$ cat config.mk
export PLATFORM = sky130hd
export DESIGN_NAME = mem_arbiter_flat
export DESIGN_NICKNAME = d
export VERILOG_FILES = /design/src/rtl/mem_arbiter_pkg.sv /design/src/rtl/mem_arbiter_if.sv /design/src/rtl/mem_arbiter.sv /design/src/flat_wrapper.sv
export SDC_FILE = /design/constraint.sdc
export NUM_CORES = 1
export LEC_CHECK = 0
export CORE_MARGIN = 2
export CORE_UTILIZATION = 38
export DETAILED_ROUTE_END_ITERATION = 10
export GPL_ROUTABILITY_DRIVEN = 0
export PLACE_DENSITY = 0.83
export SKIP_LAST_GASP = 1
export SLEW_MARGIN = 40
export SYNTH_ARGS = -nofsm -noshare
export SYNTH_HDL_FRONTEND = slang
export SYNTH_SLANG_ARGS = --single-unit
export TNS_END_PERCENT = 20
$ cat constraint.sdc
create_clock -name clk -period 3 [get_ports clk]
set_input_delay 0.6 -clock clk [delete_from_list [all_inputs] [get_ports clk]]
set_output_delay 0.6 -clock clk [all_outputs]
set_load 0.005 [all_outputs]
$ cat src/rtl/mem_arbiter_pkg.sv
// Shared types and constants for the core/DMA memory arbiter.
package mem_arb_pkg;

  localparam int DEF_ADDR_W = 32;
  localparam int DEF_DATA_W = 32;

  typedef enum logic [1:0] {
    IDLE   = 2'd0,
    ACCESS = 2'd1,
    RDWAIT = 2'd2
  } state_t;

  typedef logic owner_t;
  localparam owner_t OWN_CORE = 1'b0;
  localparam owner_t OWN_DMA  = 1'b1;

endpackage

$ cat src/rtl/mem_arbiter_if.sv
// Bus bundle between the two requesters, the arbiter and the unified RAM.
interface mem_arbiter_if #(
  parameter int ADDR_W = 32,
  parameter int DATA_W = 32
);
  logic              core_req, core_we, core_gnt, core_rvalid;
  logic [ADDR_W-1:0] core_addr;
  logic [DATA_W-1:0] core_wdata, core_rdata;
  logic              dma_req, dma_we, dma_gnt, dma_rvalid;
  logic [ADDR_W-1:0] dma_addr;
  logic [DATA_W-1:0] dma_wdata, dma_rdata;
  logic              mem_en, mem_we;
  logic [ADDR_W-1:0] mem_addr;
  logic [DATA_W-1:0] mem_wdata, mem_rdata;
  logic              err;

  modport slave (
    input  core_req, core_we, core_addr, core_wdata,
    output core_gnt, core_rvalid, core_rdata,
    input  dma_req, dma_we, dma_addr, dma_wdata,
    output dma_gnt, dma_rvalid, dma_rdata,
    output mem_en, mem_we, mem_addr, mem_wdata,
    input  mem_rdata,
    output err
  );

  modport master (
    output core_req, core_we, core_addr, core_wdata,
    input  core_gnt, core_rvalid, core_rdata,
    output dma_req, dma_we, dma_addr, dma_wdata,
    input  dma_gnt, dma_rvalid, dma_rdata,
    input  mem_en, mem_we, mem_addr, mem_wdata,
    output mem_rdata,
    input  err
  );
endinterface

$ cat src/rtl/mem_arbiter.sv
// Two-requester arbiter for a single-port RAM: core has priority, DMA gets
// forced priority after MAX_WAIT consecutive losses.
module mem_arbiter
  import mem_arb_pkg::*;
#(
  parameter int ADDR_W   = DEF_ADDR_W,
  parameter int DATA_W   = DEF_DATA_W,
  parameter int MAX_WAIT = 4
) (
  input  logic           clk,
  input  logic           reset,
  mem_arbiter_if.slave   bus
);

  localparam int WAIT_W = $clog2(MAX_WAIT + 1);
  localparam logic [WAIT_W-1:0] WAIT_MAX = WAIT_W'(MAX_WAIT);

  state_t            state_q, state_d;
  owner_t            owner_q, owner_d;
  logic              we_q, we_d;
  logic [ADDR_W-1:0] addr_q, addr_d;
  logic [DATA_W-1:0] wdata_q, wdata_d;
  logic [WAIT_W-1:0] dma_wait, wait_d;
  logic              dma_win, misaligned;

  always_ff @(posedge clk) begin
    if (!reset) begin
      state_q  <= IDLE;
      owner_q  <= OWN_CORE;
      we_q     <= 1'b0;
      addr_q   <= '0;
      wdata_q  <= '0;
      dma_wait <= '0;
    end else begin
      state_q  <= state_d;
      owner_q  <= owner_d;
      we_q     <= we_d;
      addr_q   <= addr_d;
      wdata_q  <= wdata_d;
      dma_wait <= wait_d;
    end
  end

  assign misaligned = (addr_q[1:0] != 2'b00);

  always_comb begin
    state_d = state_q;
    owner_d = owner_q;
    we_d    = we_q;
    addr_d  = addr_q;
    wdata_d = wdata_q;
    wait_d  = dma_wait;
    dma_win = 1'b0;

    bus.core_gnt    = 1'b0;
    bus.core_rvalid = 1'b0;
    bus.core_rdata  = '0;
    bus.dma_gnt     = 1'b0;
    bus.dma_rvalid  = 1'b0;
    bus.dma_rdata   = '0;
    bus.mem_en      = 1'b0;
    bus.mem_we      = 1'b0;
    bus.mem_addr    = '0;
    bus.mem_wdata   = '0;
    bus.err         = 1'b0;

    unique case (state_q)
      IDLE: begin
        if (bus.core_req || bus.dma_req) begin
          dma_win = bus.dma_req && (!bus.core_req || dma_wait == WAIT_MAX);
          state_d = ACCESS;
          if (dma_win) begin
            owner_d = OWN_DMA;
            we_d    = bus.dma_we;
            addr_d  = bus.dma_addr;
            wdata_d = bus.dma_wdata;
            wait_d  = '0;
          end else begin
            owner_d = OWN_CORE;
            we_d    = bus.core_we;
            addr_d  = bus.core_addr;
            wdata_d = bus.core_wdata;
            if (bus.dma_req && dma_wait != WAIT_MAX)
              wait_d = dma_wait + 1'b1;
          end
        end
      end
      ACCESS: begin
        bus.mem_en    = 1'b1;
        bus.mem_we    = we_q && !misaligned;
        bus.mem_addr  = {addr_q[ADDR_W-1:2], 2'b00};
        bus.mem_wdata = wdata_q;
        bus.err       = misaligned;
        bus.core_gnt  = (owner_q == OWN_CORE);
        bus.dma_gnt   = (owner_q == OWN_DMA);
        state_d       = we_q ? IDLE : RDWAIT;
      end
      RDWAIT: begin
        if (owner_q == OWN_DMA) begin
          bus.dma_rvalid = 1'b1;
          bus.dma_rdata  = bus.mem_rdata;
        end else begin
          bus.core_rvalid = 1'b1;
          bus.core_rdata  = bus.mem_rdata;
        end
        state_d = IDLE;
      end
      default: state_d = IDLE;
    endcase

    // Reset is synchronous, so the in-flight state is still visible during the
    // reset cycle; gate every output so an abandoned access never reaches RAM.
    if (!reset) begin
      bus.core_gnt    = 1'b0;
      bus.core_rvalid = 1'b0;
      bus.core_rdata  = '0;
      bus.dma_gnt     = 1'b0;
      bus.dma_rvalid  = 1'b0;
      bus.dma_rdata   = '0;
      bus.mem_en      = 1'b0;
      bus.mem_we      = 1'b0;
      bus.mem_addr    = '0;
      bus.mem_wdata   = '0;
      bus.err         = 1'b0;
    end
  end

endmodule

$ cat src/flat_wrapper.sv
// flat-port wrapper written by rule: the top's interface ports become plain ports
module mem_arbiter_flat import mem_arb_pkg::*;
#(
  parameter int ADDR_W   = DEF_ADDR_W,
  parameter int DATA_W   = DEF_DATA_W,
  parameter int MAX_WAIT = 4
)
  (clk, reset, bus_core_req, bus_core_we, bus_core_addr, bus_core_wdata, bus_core_gnt, bus_core_rvalid, bus_core_rdata, bus_dma_req, bus_dma_we, bus_dma_addr, bus_dma_wdata, bus_dma_gnt, bus_dma_rvalid, bus_dma_rdata, bus_mem_en, bus_mem_we, bus_mem_addr, bus_mem_wdata, bus_mem_rdata, bus_err);
  mem_arbiter_if #(.ADDR_W(ADDR_W), .DATA_W(DATA_W)) bus_i ();
  input  logic clk;
  input  logic reset;
  input wire logic [$bits(bus_i.core_req)-1:0] bus_core_req;
  input wire logic [$bits(bus_i.core_we)-1:0] bus_core_we;
  input wire logic [$bits(bus_i.core_addr)-1:0] bus_core_addr;
  input wire logic [$bits(bus_i.core_wdata)-1:0] bus_core_wdata;
  output wire logic [$bits(bus_i.core_gnt)-1:0] bus_core_gnt;
  output wire logic [$bits(bus_i.core_rvalid)-1:0] bus_core_rvalid;
  output wire logic [$bits(bus_i.core_rdata)-1:0] bus_core_rdata;
  input wire logic [$bits(bus_i.dma_req)-1:0] bus_dma_req;
  input wire logic [$bits(bus_i.dma_we)-1:0] bus_dma_we;
  input wire logic [$bits(bus_i.dma_addr)-1:0] bus_dma_addr;
  input wire logic [$bits(bus_i.dma_wdata)-1:0] bus_dma_wdata;
  output wire logic [$bits(bus_i.dma_gnt)-1:0] bus_dma_gnt;
  output wire logic [$bits(bus_i.dma_rvalid)-1:0] bus_dma_rvalid;
  output wire logic [$bits(bus_i.dma_rdata)-1:0] bus_dma_rdata;
  output wire logic [$bits(bus_i.mem_en)-1:0] bus_mem_en;
  output wire logic [$bits(bus_i.mem_we)-1:0] bus_mem_we;
  output wire logic [$bits(bus_i.mem_addr)-1:0] bus_mem_addr;
  output wire logic [$bits(bus_i.mem_wdata)-1:0] bus_mem_wdata;
  input wire logic [$bits(bus_i.mem_rdata)-1:0] bus_mem_rdata;
  output wire logic [$bits(bus_i.err)-1:0] bus_err;
  assign bus_i.core_req = bus_core_req;
  assign bus_i.core_we = bus_core_we;
  assign bus_i.core_addr = bus_core_addr;
  assign bus_i.core_wdata = bus_core_wdata;
  assign bus_core_gnt = bus_i.core_gnt;
  assign bus_core_rvalid = bus_i.core_rvalid;
  assign bus_core_rdata = bus_i.core_rdata;
  assign bus_i.dma_req = bus_dma_req;
  assign bus_i.dma_we = bus_dma_we;
  assign bus_i.dma_addr = bus_dma_addr;
  assign bus_i.dma_wdata = bus_dma_wdata;
  assign bus_dma_gnt = bus_i.dma_gnt;
  assign bus_dma_rvalid = bus_i.dma_rvalid;
  assign bus_dma_rdata = bus_i.dma_rdata;
  assign bus_mem_en = bus_i.mem_en;
  assign bus_mem_we = bus_i.mem_we;
  assign bus_mem_addr = bus_i.mem_addr;
  assign bus_mem_wdata = bus_i.mem_wdata;
  assign bus_i.mem_rdata = bus_mem_rdata;
  assign bus_err = bus_i.err;
  mem_arbiter #(.ADDR_W(ADDR_W), .DATA_W(DATA_W), .MAX_WAIT(MAX_WAIT)) u_core (.clk(clk), .reset(reset), .bus(bus_i));
endmodule
==> qor.yml, run 1 <==
drt:
  viasPerCell: 5.349
  dr.first_iter.drc_count: 383
  drc_errors: 0
  dr.pass1.iters: 4
  wirelength_mm: 17.98
  wire_per_inst_um: 17.99
  vias: 5344
  postRouteAntennaNets: 0
clocking:
  cts.clk_slew.worst_paths_ns: 0.06
  postCtsSetupRepairBufs: 0
  cts_made_buffers: 9
  cts_tree: "yes"
  clock_path_buffers: 2
  root_buffer: "clkbuf_16"
  clk_latency_ns: 0.33
  h-tree-depth: 3
  clock_sinks: 71
  cts_resized: 0
  hold_buffers: 0
floorplan:
  die_x_um: 116.3
  chipHeight_um: 116.3
  core_um2: 12470
  die_area_um2: 13520
  ios: 301
  core.rowCount: 41
  start_util_pct: 38.41
worst_setup_path:
  reg2reg_depth: 6
  rr_startpoint: "u_core.dma_wait[0]$_SDFFE_PN0P_"
  crit_type: "flop to output pin"
  end_kind: "output pin"
  r2r_end: "u_core.addr_q[28]$_SDFFE_PN0P_"
  worstPathArrival_ns: 2.18
  crit_required_ns: 2.40
  cp-start-kind: "flop"
  crit_fanout: 13
  ff2ff_setup_slack_ns: 0.85
synthesis:
  synth_ff_type: "dfxtp_1"
  ys_seq_area_share_pct: 29.68
  synth.area.top_cells: "dfxtp_1 30%, and2_1 17%, o311a_1 14%"
  yosysTopAreaCell: "dfxtp_1"
  syn-cell-area_um2: 4788
  synthArstFlopShare_pct: 0
  syn-instance-count: 568
  synth_seq_cells: 71
  avgSynthCellArea_um2: 8.430
  synth_cell_type_count: 29
  synthMostInstantiatedCell: "and2_1"
  synth_common_cells: "127 x and2_1, 71 x dfxtp_1, 66 x and3_1"
  synth_edf_count: 0
  synth_top_area_share_pct: 29.68
  ys_warn_count: 0
grt:
  overflow: 0
  gr-usage-all-layers_pct: 24.93
  grt_max_degree: 79
  grt_pass1_vias: 5251
  grt_pass1_wl_mm: 26.50
  antenna_found_initial: 3
power_and_ir_drop:
  irDropWorstVdd_mv: 0.2038
  p_leak_nw: 3.425
  cellPowerDensity_nw_per_um2: 361.7
  p_total_mw: 2.935
timing:
  rsz0062_at_grt: "no"
  setup_viol: 0
  finalSetupTns_ns: 0
  finalCritPeriodShare_pct: 92.66
  slew-limit-headroom_pct: 49.76
  max_freq_mhz: 359.7
  post-route-min-period_ns: 2.780
  slew_viol_final: 0
  tightest_slew_ns: 0.7537
  skew_ns: 0.005146
  hold_violations: 0
  hold_ws_ns: 0.4636
cells_and_area:
  finish.instance_area_um2: 8114
  finalNetCount: 988
  drive_above_1_share_pct: 4.612
  area_growth_pct: 69.45
worst_hold_path:
  worst_hold_startpoint: "u_core.we_q$_SDFFE_PN0P_"
  whs_path_depth: 1
  holdPathEnd: "u_core.state_q[1]$_SDFFE_PN0P_"
  hp-class: "flop to flop"
placement:
  dp_hpwl_mm: 13.05
  io_buffers: 298
  placed_cell_area_um2: 7828
run:
  cap_violations: 0
status:
  status: "finished, final reports clean"
## routing by layer
layer	up-vias	routed length [um]	global-route usage (%)
met5	-	0	0
met3	46	1384	5.553
met4	0	719	13.65
met2	248	9253	45.81
met1	2481	6619	26.35
li1	2569	-	-
## worst max path at each step
stage	from	endpoint	slack [ns]	cells after the start
finish	u_core.state_q[0]$_SDFFE_PN0P_	bus_mem_wdata[10]	0.22	6
global route	u_core.state_q[0]$_SDFFE_PN0P_	bus_mem_wdata[6]	0.1	6
CTS	u_core.state_q[0]$_SDFFE_PN0P_	bus_mem_wdata[0]	0.20	6
detailed placement	reset	bus_mem_wdata[0]	0.23	7
global placement	reset	bus_mem_addr[15]	0.28	7
floorplan	reset	bus_core_rdata[22]	0.67	5
## where the power goes
part / leakage [nW] / internal [mW] / switching (mW)
combinational: 2.69 / 0.472 / 0.326
sequential: 0.589 / 1.05 / 0.0551
clock: 0.142 / 0.633 / 0.398
## worst max-delay path: stages (launching register included)
cell,delay (ns)
dfxtp_1,0.41
nand2_1,0.06
or2_2,0.31
inv_1,0.18
buf_4,0.23
and2_1,0.16
clkdlybuf4s50_1,0.51
## registers in the layout, summed over array words and instances, names as in the netlist
name             flops
u_core.addr_q       32
u_core.dma_wait      3
u_core.owner_q       1
u_core.state_q       2
u_core.wdata_q      32
u_core.we_q          1
## cell type report
class,instances,area [um^2]
clock buffers,10,229.0
fillers,1032,4352
flip-flops and latches,71,1421
inverters,5,18.77
well taps,172,215.2
diodes,3,7.507
multi-input cells,420,3049
clock inverters,5,50.05
repair buffers,313,3123
## through the flow
stage                     setup slack (ns)  cells  util [%]
final                               0.2203    999     65.09
after global routing               0.09943    999     65.09
after CTS                           0.2046    996     65.03
after detailed placement            0.2331    981     62.79
after global placement              0.2809    981     62.79
after floorplan                     0.6738    569         -
## layout by cell type (no fill, tap or decap)
cell type          n
clkbuf_16          9
buf_2              2
clkinv_2           4
o311a_1           65
diode_2            3
and3_1            66
nor2_4             1
o21a_1             2
or3b_2             1
nand2_1            2
o21bai_1          65
ha_1               2
or2_2              3
buf_4             12
nor2_1             7
nor4b_2            1
nand4b_1           1
clkdlybuf4s50_1  296
a21boi_0          65
nor3_1             2
inv_1              5
a21bo_4            1
and4b_1            1
nor3b_1            2
bufinv_16          1
and2_1           127
clkbuf_1           1
conb_1             2
dfxtp_1           71
a21oi_1            2
buf_12             3
o21ai_0            2
## kinds of logic after synthesis
family | count (synthesis) | synth area share (%)
compound gates | 202 | 34.91
buf+inv | 78 | 7.133
flops | 71 | 29.68
other cells | 1 | 0.07832
fa+ha+maj | 2 | 0.5225
simple gates | 214 | 27.67
(Power assumes the default switching activity.)
==> run 2: changes to the inputs <==
--- a/config.mk
+++ b/config.mk
@@ -9,7 +9,7 @@
 export CORE_UTILIZATION = 38
 export DETAILED_ROUTE_END_ITERATION = 10
 export GPL_ROUTABILITY_DRIVEN = 0
-export PLACE_DENSITY = 0.83
+export PLACE_DENSITY = 0.93
 export SKIP_LAST_GASP = 1
 export SLEW_MARGIN = 40
 export SYNTH_ARGS = -nofsm -noshare
==> run 2 against run 1 <==
Fmax is 0.16% lower. Utilization is 0.38 points higher. Largest power group is now clock. First-iteration DRC count is 0.52% lower. Flip-flop and latch count stayed put. Clock skew is 0.0011 ns higher. Final area is 0.59% higher. Final cell count is 0.10% higher. Worst hold slack better by 0.0079 ns. Register-to-register slack better by 0.29 ns.
==> qor.yml, run 2 (synthesized netlist as in run 1, its figures left out) <==
status:
  status: "finished, final reports clean"
clocking:
  clock_path_buffers: 2  # unchanged
  clk_latency_ns: 0.33  # about the same
  h-tree-depth: 3  # unchanged
  root_buffer: "clkbuf_16"
  cts_resized: 0  # unchanged
  postCtsSetupRepairBufs: 0  # unchanged
  cts_tree: "yes"
  hold_buffers: 0  # unchanged
  cts.clk_slew.worst_paths_ns: 0.06  # about the same
  clock_sinks: 71  # unchanged
  cts_made_buffers: 9  # unchanged
worst_setup_path:
  crit_slowest_cell: "clkdlybuf4s50_1"
  crit_required_ns: 2.40  # about the same
  cp-start-kind: "input port"
  ff2ff_setup_slack_ns: 1.14  # +0.29 ns
  crit_fanout: 33  # +20
  end_kind: "output pin"
  critPathMostFrequentCell: "buf_4"
  worstPathArrival_ns: 2.18  # about the same
  path_cells: "buf_2 -> buf_4 -> inv_1 -> nor4b_2 -> buf_4 -> and2_1 -> clkdlybuf4s50_1"
  crit_type: "input port to output pin"
  cpPeakStageDelay_ns: 0.50  # about the same
floorplan:
  core.rowCount: 41  # unchanged
  core_um2: 12470  # unchanged
  die_x_um: 116.3  # unchanged
  chipHeight_um: 116.3  # unchanged
  start_util_pct: 38.41  # unchanged
  die_area_um2: 13520  # unchanged
  ios: 301  # unchanged
placement:
  io_buffers: 298  # unchanged
  pre_cts_slack_ns: 0.1953  # -0.03787 ns
  dp_hpwl_mm: 11.99  # -8.1%
timing:
  tightest_slew_ns: 0.7812  # +0.02750 ns
  finalWorstSetupSlack_ns: 0.2158  # -0.004430 ns
  hold_violations: 0  # unchanged
  finalCritPeriodShare_pct: 92.81  # +0.15 points
  finalSetupTns_ns: 0  # unchanged
  hold_ws_ns: 0.4715  # +0.007937 ns
  slew-limit-headroom_pct: 47.92  # -1.8 points
  skew_ns: 0.006212  # +0.001065 ns
  post-route-min-period_ns: 2.784  # +0.004430 ns
  slew_viol_final: 0  # unchanged
  setup_viol: 0  # unchanged
  rsz0062_at_grt: "no"
  max_freq_mhz: 359.2  # -0.16%
cells_and_area:
  area_growth_pct: 70.45
  layout_common_cells: "296 x clkdlybuf4s50_1, 127 x and2_1, 71 x dfxtp_1"
  final_common_cell: "clkdlybuf4s50_1"
  finalNetCount: 988  # unchanged
  drive_above_1_share_pct: 4.727  # +0.12 points
  biggestRegsByFlops: "u_core.addr_q (32), u_core.wdata_q (32), u_core.dma_wait (3)"
grt:
  gr-usage-all-layers_pct: 24.22  # -0.71 points
  grt_pass1_vias: 5044  # -3.9%
  antenna_found_initial: 3  # unchanged
  overflow: 0  # unchanged
  grt_pass1_wl_mm: 25.83  # -2.6%
  grt_max_degree: 67  # -15%
drt:
  dr.pass1.iters: 4  # unchanged
  viasPerCell: 5.291  # -1.1%
  drc_errors: 0  # unchanged
  wirelength_mm: 17.22  # -4.2%
  dr.first_iter.drc_count: 381  # -0.52%
  postRouteAntennaNets: 0  # unchanged
  wire_per_inst_um: 17.22  # -4.3%
  vias: 5291  # -0.99%
power_and_ir_drop:
  cellPowerDensity_nw_per_um2: 374.0  # +3.4%
  p_leak_nw: 3.441  # +0.47%
  power_frac_clock_pct: 37.9  # +2.8 points
  p_comb_share_pct: 26.1  # -1.1 points
  seqPwrFrac_pct: 36.0  # -1.7 points
  p_total_mw: 3.052  # +4.0%
  switching_share_pct: 25.46  # -1.1 points
  cellInternalPower_mw: 2.275  # +5.5%
  irDropWorstVdd_mv: 0.2088  # +2.4%
  p_switching_uw: 777.2  # -0.20%
worst_hold_path:
  hp-class: "flop to flop"
run:
  cap_violations: 0  # unchanged
==> run 2: cell count changes in the layout (fill, tap and decap cells not counted) <==
cell,previous run,this run
buf_2,2,1
buf_4,12,13
clkbuf_8,0,1
clkinvlp_4,0,1
clkinv_2,4,1
bufinv_16,1,2
clkinv_4,0,1
==> run 2: cell type report <==
type / count / area [um^2]
Fill cell: 1034 / 4304
Timing Repair Buffer: 313 / 3126
Multi-Input combinational cell: 420 / 3049
Sequential cell: 71 / 1421
Clock buffer: 11 / 242.7
Tap cell: 172 / 215.2
Clock inverter: 5 / 81.33
Inverter: 5 / 18.77
Antenna cell: 3 / 7.507
==> run 2: per-stage QoR <==
stage / instance area (um^2) / utilization, % / cells
4_1_cts: 8154 / 65.41 / 997
5_1_grt: 8162 / 65.47 / 1000
3_3_place_gp: 7830 / 62.81 / 981
2_1_floorplan: 4792 / - / 569
3_5_place_dp: 7830 / 62.81 / 981
6_report: 8162 / 65.47 / 1000
==> run 2: per-layer routing <==
metal	vias up	global-route usage (%)	share of wire (%)
met4	0	11.35	3.2
met5	-	0	0
met3	26	5.293	6.7
met1	2491	26.79	38
met2	209	44.07	52
li1	2565	-	-
==> run 2: worst max-delay path: cells and delay by family <==
family | cells | cell delay (ns)
buffers and inverters | 5 | 1.18
and+or+nand+nor | 2 | 0.39
==> run 2: path summary, 6_finish.rpt <==
path / startpoint / end / cells past startpoint
worst min register to register: u_core.we_q$_SDFFE_PN0P_ / u_core.state_q[1]$_SDFFE_PN0P_ / 1
worst max register to register: u_core.dma_wait[0]$_SDFFE_PN0P_ / u_core.wdata_q[23]$_SDFFE_PN0P_ / 6
worst min-delay path: u_core.we_q$_SDFFE_PN0P_ / u_core.state_q[1]$_SDFFE_PN0P_ / 1
worst max-delay path: reset / bus_core_rdata[9] / 7
==> run 2: power groups by stage <==
stage | logic, mW | registers, mW | clock network [mW]
6_report | 0.797 | 1.10 | 1.16
4_1_cts | 0.802 | 1.10 | 1.18
5_1_grt | 0.866 | 1.11 | 1.22
3_3_place_gp | 0.787 | 1.11 | 0
3_5_place_dp | 0.798 | 1.12 | 0
2_1_floorplan | 0.434 | 1.10 | 0
